### src/rtl/tug_of_war_match.sv
// Tug-of-war match engine: one lit position pushed by two players,
// with point scoring, a dark pause between rounds and a match winner.
module tug_of_war_match #(
    parameter int NUM_LIGHTS  = 9,
    parameter int WIN_SCORE   = 3,
    parameter int ROUND_DELAY = 4
) (
    input  logic                           clk,
    input  logic                           Reset,
    input  logic                           restart,
    input  logic                           right_press,
    input  logic                           left_press,
    output logic [NUM_LIGHTS-1:0]          leds,
    output logic [$clog2(WIN_SCORE+1)-1:0] r_score,
    output logic [$clog2(WIN_SCORE+1)-1:0] l_score,
    output logic                           point_pulse,
    output logic                           match_over,
    output logic [1:0]                     winner
);

    localparam int PW = $clog2(NUM_LIGHTS);
    localparam int SW = $clog2(WIN_SCORE + 1);
    localparam int DW = $clog2(ROUND_DELAY + 1);

    localparam logic [PW-1:0] CENTER     = PW'(NUM_LIGHTS / 2);
    localparam logic [PW-1:0] RIGHT_END  = '0;
    localparam logic [PW-1:0] LEFT_END   = PW'(NUM_LIGHTS - 1);
    localparam logic [SW-1:0] WIN        = SW'(WIN_SCORE);
    localparam logic [DW-1:0] DELAY_LOAD = DW'(ROUND_DELAY - 1);

    localparam logic [1:0] WIN_NONE = 2'b00;
    localparam logic [1:0] WIN_R    = 2'b01;
    localparam logic [1:0] WIN_L    = 2'b10;

    typedef enum logic [1:0] {
        S_PLAY,
        S_POINT,
        S_OVER
    } state_e;

    state_e        state_q, state_d;
    logic [PW-1:0] pos_q, pos_d;
    logic [SW-1:0] r_score_q, r_score_d;
    logic [SW-1:0] l_score_q, l_score_d;
    logic [DW-1:0] delay_q, delay_d;
    logic          pulse_q, pulse_d;
    logic [1:0]    winner_q, winner_d;
    logic          r_prev_q, r_prev_d;
    logic          l_prev_q, l_prev_d;

    logic          clear;
    logic          r_edge;
    logic          l_edge;
    logic          score_r;
    logic          score_l;

    assign clear  = Reset | restart;
    assign r_edge = right_press & ~r_prev_q;
    assign l_edge = left_press & ~l_prev_q;

    // Next-state: light movement, scoring, round pause and match end
    always_comb begin
        state_d   = state_q;
        pos_d     = pos_q;
        r_score_d = r_score_q;
        l_score_d = l_score_q;
        delay_d   = delay_q;
        pulse_d   = 1'b0;
        winner_d  = winner_q;
        r_prev_d  = right_press;
        l_prev_d  = left_press;
        score_r   = 1'b0;
        score_l   = 1'b0;

        unique case (state_q)
            S_PLAY: begin
                if (r_edge && !l_edge) begin
                    if (pos_q == RIGHT_END) begin
                        score_r = 1'b1;
                    end else begin
                        pos_d = pos_q - PW'(1);
                    end
                end else if (l_edge && !r_edge) begin
                    if (pos_q == LEFT_END) begin
                        score_l = 1'b1;
                    end else begin
                        pos_d = pos_q + PW'(1);
                    end
                end

                if (score_r) begin
                    pulse_d   = 1'b1;
                    r_score_d = r_score_q + SW'(1);
                    if (r_score_d == WIN) begin
                        state_d  = S_OVER;
                        winner_d = WIN_R;
                    end else begin
                        state_d = S_POINT;
                        delay_d = DELAY_LOAD;
                    end
                end else if (score_l) begin
                    pulse_d   = 1'b1;
                    l_score_d = l_score_q + SW'(1);
                    if (l_score_d == WIN) begin
                        state_d  = S_OVER;
                        winner_d = WIN_L;
                    end else begin
                        state_d = S_POINT;
                        delay_d = DELAY_LOAD;
                    end
                end
            end
            S_POINT: begin
                if (delay_q == '0) begin
                    pos_d   = CENTER;
                    state_d = S_PLAY;
                end else begin
                    delay_d = delay_q - DW'(1);
                end
            end
            S_OVER: begin
                state_d = S_OVER;
            end
            default: begin
                state_d = S_PLAY;
                pos_d   = CENTER;
            end
        endcase
    end

    // State registers; Reset or restart returns everything to match start
    always_ff @(posedge clk) begin
        if (clear) begin
            state_q   <= S_PLAY;
            pos_q     <= CENTER;
            r_score_q <= '0;
            l_score_q <= '0;
            delay_q   <= '0;
            pulse_q   <= 1'b0;
            winner_q  <= WIN_NONE;
            r_prev_q  <= 1'b1;
            l_prev_q  <= 1'b1;
        end else begin
            state_q   <= state_d;
            pos_q     <= pos_d;
            r_score_q <= r_score_d;
            l_score_q <= l_score_d;
            delay_q   <= delay_d;
            pulse_q   <= pulse_d;
            winner_q  <= winner_d;
            r_prev_q  <= r_prev_d;
            l_prev_q  <= l_prev_d;
        end
    end

    // Bar display follows the state: lit position, dark, or all lit
    always_comb begin
        leds = '0;
        unique case (state_q)
            S_PLAY:  leds = NUM_LIGHTS'(1) << pos_q;
            S_POINT: leds = '0;
            S_OVER:  leds = '1;
            default: leds = '0;
        endcase
    end

    assign r_score     = r_score_q;
    assign l_score     = l_score_q;
    assign point_pulse = pulse_q;
    assign match_over  = (state_q == S_OVER);
    assign winner      = winner_q;

endmodule
### config.mk
export PLATFORM = sky130hd
export DESIGN_NAME = tug_of_war_match
export DESIGN_NICKNAME = d
export VERILOG_FILES = /design/src/rtl/tug_of_war_match.sv
export SDC_FILE = /design/constraint.sdc
export NUM_CORES = 1
export LEC_CHECK = 0
export ABC_AREA = 1
export BUFFER_PORTS_ARGS = -buffer_cell sky130_fd_sc_hd__buf_2
export CORE_MARGIN = 2
export CORE_UTILIZATION = 57
export CTS_BUF_LIST = sky130_fd_sc_hd__clkbuf_4
export CTS_CLUSTER_DIAMETER = 120
export DETAILED_ROUTE_END_ITERATION = 8
export PLACE_DENSITY = 0.91
export SYNTH_ARGS = -nofsm -noshare
export SYNTH_HDL_FRONTEND = slang
export SYNTH_SLANG_ARGS = --single-unit
### constraint.sdc
create_clock -name clk -period 1.7 [get_ports clk]
set_input_delay 0 -clock clk [delete_from_list [all_inputs] [get_ports clk]]
set_output_delay 0 -clock clk [all_outputs]
set_load 0.01 [all_outputs]
After elaboration in Yosys (flattened, before gate mapping)
Cells that the tools add are included.
- flip-flop bits (word level): 18
- logic and storage cells: 86
- output and inout port bits: 17
- bitwise gates (word level): 8
- add/sub/neg operators: 5
- eq/ne operators: 14
- reductions and logical operators: 17
- shift operators: 1
- muxes and demuxes: 32
- operators by type and width (operator ; count):
    2-to-1 mux 4 bit ; 5
    2-to-1 mux 2 bit ; 9
    one-hot mux 9 bit (2 select lines) ; 1
    2-to-1 mux 3 bit ; 5
    inequality test 3 bit, second input constant ; 4
    one-hot mux 4 bit (3 select lines) ; 1
    AND reduction 5 bit ; 2
    2-to-1 mux 1 bit ; 9
    left shift 1 x 4 -> 9 bit, first input constant ; 1
    equality test 2 bit, second input constant ; 3
    inequality test 2 bit, second input constant ; 3
    one-hot mux 2 bit (3 select lines) ; 1
    one-hot mux 3 bit (2 select lines) ; 1
    nonzero test 2 bit ; 3
    inverter 1 bit ; 5
    adder 2 x 1 -> 2 bit, second input constant ; 2
    adder 4 x 1 -> 4 bit, second input constant ; 1
    equality test 4 bit, second input constant ; 1
    logical NOT 4 bit ; 1
    AND reduction 2 bit ; 2
    AND reduction 4 bit ; 1
    subtractor 4 x 1 -> 4 bit, second input constant ; 1
    logical NOT 3 bit ; 1
    inequality test 3 x 1 -> 1 bit, second input constant ; 1
    10 further kinds ; 13

Depth between registers and ports, before layout
- depth in word-level cells: 10
- mapped depth: 13
- gate-level depth less buffers: 12

Worst setup path before layout
OpenSTA, ideal clock, no wires.
- path type: reg-to-reg
- start point: register l_prev_q
- end point: register delay_q[1]
- stages on the path, launching flop included: 13
- period minus slack after synthesis: 1.588 ns
- setup time: 0.113 ns
- arrival: 1.475 ns
- path slack: 0.112 ns
- required time: 1.587 ns
- path through: dfxtp_1 -> nor2_1 -> inv_1 -> ha_1 -> buf_6 -> nor2_2 -> nand4_2 -> nand2_2 -> nor2_2 -> nor2_4 -> nand2_1 -> nand2_1 -> nor2_1
- cells in the longest elaborated chain, start to end: 8
- elaborated cells between the ends (all ways): 16
- classes of those cells: 3 x eq/ne; 7 x mux; 2 x bitwise; 4 x reduce/logical
- RTL lines (item ; RTL line ; source):
    start: declaration ; 49 ; logic l_prev_q, l_prev_d;
    start signal: assignment ; 152 ; l_prev_q <= l_prev_d;
    inverter 1 bit (*) ; 59 ; assign l_edge = left_press & ~l_prev_q;
    bitwise AND 1 bit (*) ; 59 ;
    logical AND 1 bit / logical NOT 1 bit (equally long branches) ; 83, 77 ;
    2-to-1 mux 1 bit / logical AND 1 bit (equally long branches) ; 83, 77 ;
    2-to-1 mux 1 bit ; 77 ; if (r_edge && !l_edge) begin
    2-to-1 mux 1 bit ; 75 ; unique case (state_q)
    inequality test 3 x 1 -> 1 bit (no line), or another cell as far along ; - ;
    AND reduction 5 bit (no line) / one-hot mux 3 bit (2 select lines) (equally long branches) ; - ;
    end signal: assignment ; 148 ; delay_q <= delay_d;
    end: declaration ; 45 ; logic [DW-1:0] delay_q, delay_d;
Mark *: on every way between the ends. The rest lies on a longest branch, timed or not. The select of a mux whose other input is x is not followed.
A chain may end at the register's enable or synchronous reset.

Worst setup path after layout
- start point: register l_prev_q
- end point: register pos_q[3]
- cells in the longest elaborated chain, start to end: 6
- elaborated cells between the ends (all ways): 11
- classes of those cells: 3 x eq/ne; 2 x mux; 2 x bitwise; 4 x reduce/logical
- RTL lines (item ; RTL line ; source):
    inverter 1 bit (*) ; 59 ;
    bitwise AND 1 bit (*) ; 59 ;
    logical NOT 1 bit ; 77 ;
    logical AND 1 bit ; 77 ;
    inequality test 3 bit (no line) / 2-to-1 mux 4 bit (equally long branches) ; - ;
    AND reduction 5 bit (no line) / one-hot mux 4 bit (3 select lines) (equally long branches) ; - ;
    end signal: assignment ; 145 ; pos_q <= pos_d;
    end: declaration ; 42 ; logic [PW-1:0] pos_q, pos_d;
Mark *: on every way between the ends. The rest lies on a longest branch, timed or not.

==> flow_metrics.env <==
export IMPL_final_area_sq_um=1440
export IMPL_clk_latency_ns=0.31
export IMPL_drt_iter0_drc=16
export IMPL_crit_path_end="pos_q[3]"
export IMPL_synth_cells=174
export IMPL_synth_top_area_share_pct=29.7
export IMPL_port_buffers=21
export IMPL_rows=16
export IMPL_gr_usage_all_layers_pct=22.4
export IMPL_routed_wl_mm=2.61
export IMPL_drv_cap=0
export IMPL_antenna_cells=0
export IMPL_critPathKind="flip-flop to flip-flop"
export IMPL_synth_ff_type="dfxtp_1"
export IMPL_reg2reg_from="l_prev_q"
export IMPL_p_per_area_nw_per_um2=510
export IMPL_numCtsBuffers=3
export IMPL_wl_per_cell_um=11.5
export IMPL_hp_class="input pin to flip-flop"
export IMPL_r2r_setup_slack_ns=0.13
export IMPL_finalHoldViolations=0
export IMPL_cts_tree="done"
export IMPL_status="completed"
export IMPL_fmax_mhz=635
export IMPL_globalplace_congestion=0.820
export IMPL_grt_overflow=0
export IMPL_detail_route_antenna_nets=0
export IMPL_ys_ff_latch=18
export IMPL_clock_skew_ns=0.00120
export IMPL_fill_cells=158
export IMPL_setup_viol=0
export IMPL_htreeDepth=1
export IMPL_synth_cell_types=31
export IMPL_worst_pin_slew_ns=0.502
export IMPL_crit_start="l_prev_q"
export IMPL_synth_top_area_cell="dfxtp_1"
export IMPL_grt_pass1_vias=1077
export IMPL_crit_arrival_ns=1.78
export IMPL_p_leak_nw=0.690
export IMPL_clockRootBuffer="clkbuf_4"
export IMPL_syn2layout_area_growth_pct=18.4
export IMPL_critPathCaptureType="flip-flop"
export IMPL_grt_start_max_net_pins=12
export IMPL_r2r_cells=12
export IMPL_ys_warn_count=0
export IMPL_power_frac_comb_pct=9.8
export IMPL_drc=0
export IMPL_r2r_end="pos_q[3]"
export IMPL_ir_worst_vdd_mv=0.430
export IMPL_internal_power_uw=540
export IMPL_p_seq_share_pct=58.7
export IMPL_synth_area_sq_um=1210
export IMPL_p_clk_share_pct=31.5
export IMPL_drive_gt1_share_pct=30.0
export IMPL_ctsLongestPathBuffers=2
export IMPL_post_route_worst_setup_slack_ns=0.126
export IMPL_path_clk_slew_ns=0.11
export IMPL_die_w_um=50.1
export IMPL_avgSynthCellArea_sq_um=6.98
export IMPL_swShare_pct=26.2
export IMPL_synth_area_leaders="dfxtp_1 30%, nand2_1 9.3%, inv_1 8.7%"
export IMPL_initial_core_util_pct=61.2
export IMPL_viasPerCell=5.24
export IMPL_grt_pass1_wl_mm=4.37
export IMPL_clkSinkCount=18
export IMPL_startpoint_type="flip-flop"
export IMPL_critPathRequiredTime_ns=1.90
export IMPL_cp_max_fo=5
export IMPL_num_vias=1190
export IMPL_place_area_sq_um=1330
export IMPL_slew_viol_final=0
export IMPL_place_hpwl_mm=1.97
export IMPL_dp_slack_ns=-0.00553
export IMPL_first_pass_iters=4
export IMPL_p_switching_uw=192
export IMPL_io_pins=22
export IMPL_core_sq_um=1980
export IMPL_nets=214
export IMPL_die_h_um=50.1
export IMPL_period_needed_ns=1.57
export IMPL_ys_seq_area_share_pct=29.7
export IMPL_antenna_found_initial=0
export IMPL_die_area_sq_um=2510
export IMPL_post_route_util_pct=72.5
export IMPL_rsz0062_at_grt="no"
export IMPL_syn_nets=187
export IMPL_synth_edf_count=0
export IMPL_slew_headroom_pct=66.4
export IMPL_async_flop_share_pct=0
export IMPL_period_share_pct=92.6
-- worst min path at each step --
| stage | from | endpoint | slack [ns] | cells past startpoint |
|---|---|---|---|---|
| after detailed placement | left_press | l_prev_q | 0.20 | 3 |
| after floorplan | left_press | l_prev_q | 0.10 | 2 |
| final | Reset | delay_q[1] | 0.03 | 4 |
| after global placement | left_press | l_prev_q | 0.19 | 3 |
| after CTS | Reset | delay_q[1] | 0.03 | 4 |
| after global routing | Reset | delay_q[1] | 0.07 | 4 |
-- per-layer routing --
layer | vias up | global-route usage, % | share of wire, %
met5 | - | 0 | 0
met4 | 0 | 7.41 | 1.5
met2 | 34 | 39.7 | 51
met1 | 554 | 26.6 | 42
met3 | 5 | 4.46 | 5.9
li1 | 597 | - | -
-- metrics by stage --
| step | TNS, ns | hold slack (ns) | power, mW | std cells |
|---|---|---|---|---|
| detailed placement | -0.00553 | 0.200 | 0.501 | 220 |
| global placement | 0 | 0.191 | 0.497 | 220 |
| finish | 0 | 0.0315 | 0.732 | 227 |
| CTS | -0.0102 | 0.0346 | 0.721 | 226 |
| floorplan | 0 | 0.104 | 0.484 | 174 |
| global route | 0 | 0.0744 | 0.754 | 227 |
-- kinds of logic (layout without fill, tap and decap cells) --
kind of cell | Yosys count | count (layout) | synth area share, %
AOI/OAI and AO/OA | 32 | 32 | 14.4
and+or+nand+nor | 77 | 77 | 32.7
buffers and inverters | 37 | 63 | 13.5
adders and majority gates | 8 | 8 | 8.25
DFF | 18 | 18 | 29.7
xor gates and xnor gates | 2 | 2 | 1.44
-- repair_timing --
action | in CTS | in global routing
resized for setup | 1 | 13
hold endpoints to repair | 2 | 0
pin swaps | 0 | 4
setup buffers | 0 | 1
endpoints found under the setup margin | 2 | 12
hold buffers | 2 | 0
-- cell type report --
type,instances,area (sq um),share of cell area (%)
multi-input cells,119,739,51.5
flip-flops and latches,18,360,25.1
repair buffers,27,155,10.8
inverters,32,121,8.45
well taps,27,33.8,2.35
clock buffers,3,22.5,1.57
clock inverters,1,3.75,0.261
-- critical path: stages (launching register included) --
cell and delay, ns:
dfxtp_1 0.32, nor2_2 0.11, inv_2 0.07, ha_4 0.18, buf_4 0.16, nand2_1 0.09, inv_1 0.06, nor2_2 0.12
nand3_1 0.10, nand3_1 0.08, nand2_1 0.05, nand2_1 0.07, a21oi_2 0.05
-- cells in the final DEF (no fill, tap or decap), drive strengths merged --
cell type    synthesis  final
nand3b               1      1
buf                  4     25
a21oi               13     13
xnor2                2      2
o41ai                1      1
dfxtp               18     18
o21ai               18     18
nand3               10     10
nand4                2      2
or2                  1      1
nor2                27     27
ha                   8      8
clkinv               2      3
clkbuf               1      3
nand2               34     34
dlygate4sd3          0      2
nor3                 2      2
inv                 30     30
-- synthesized netlist by cell type (2+ instances only) --
cell type and number:
o21ai_0 15, dfxtp_1 18, nor2_2 6, nand3_1 8
buf_6 3, inv_2 2, a21oi_1 11, nor2_1 18
xnor2_1 2, nand2_1 30, o21ai_1 2, ha_1 8
a21oi_2 2, nor2_4 3, inv_1 28, nand2_2 3
-- flip-flops by register name, summed over array words and instances, names as in the netlist --
register and count:
r_prev_q 1, l_score 2, pos_q 4, r_score 2, l_prev_q 1, delay_q 3, winner 2, point_pulse 1
state_q 2
-- power groups by stage --
stage,Combinational [mW],Sequential (mW),Clock (mW)
after floorplan,0.0469,0.437,0
after global placement,0.0588,0.439,0
after detailed placement,0.0618,0.439,0
after CTS,0.0658,0.429,0.226
after global routing,0.0808,0.431,0.243
final,0.0714,0.430,0.231
(Power assumes the default switching activity.)
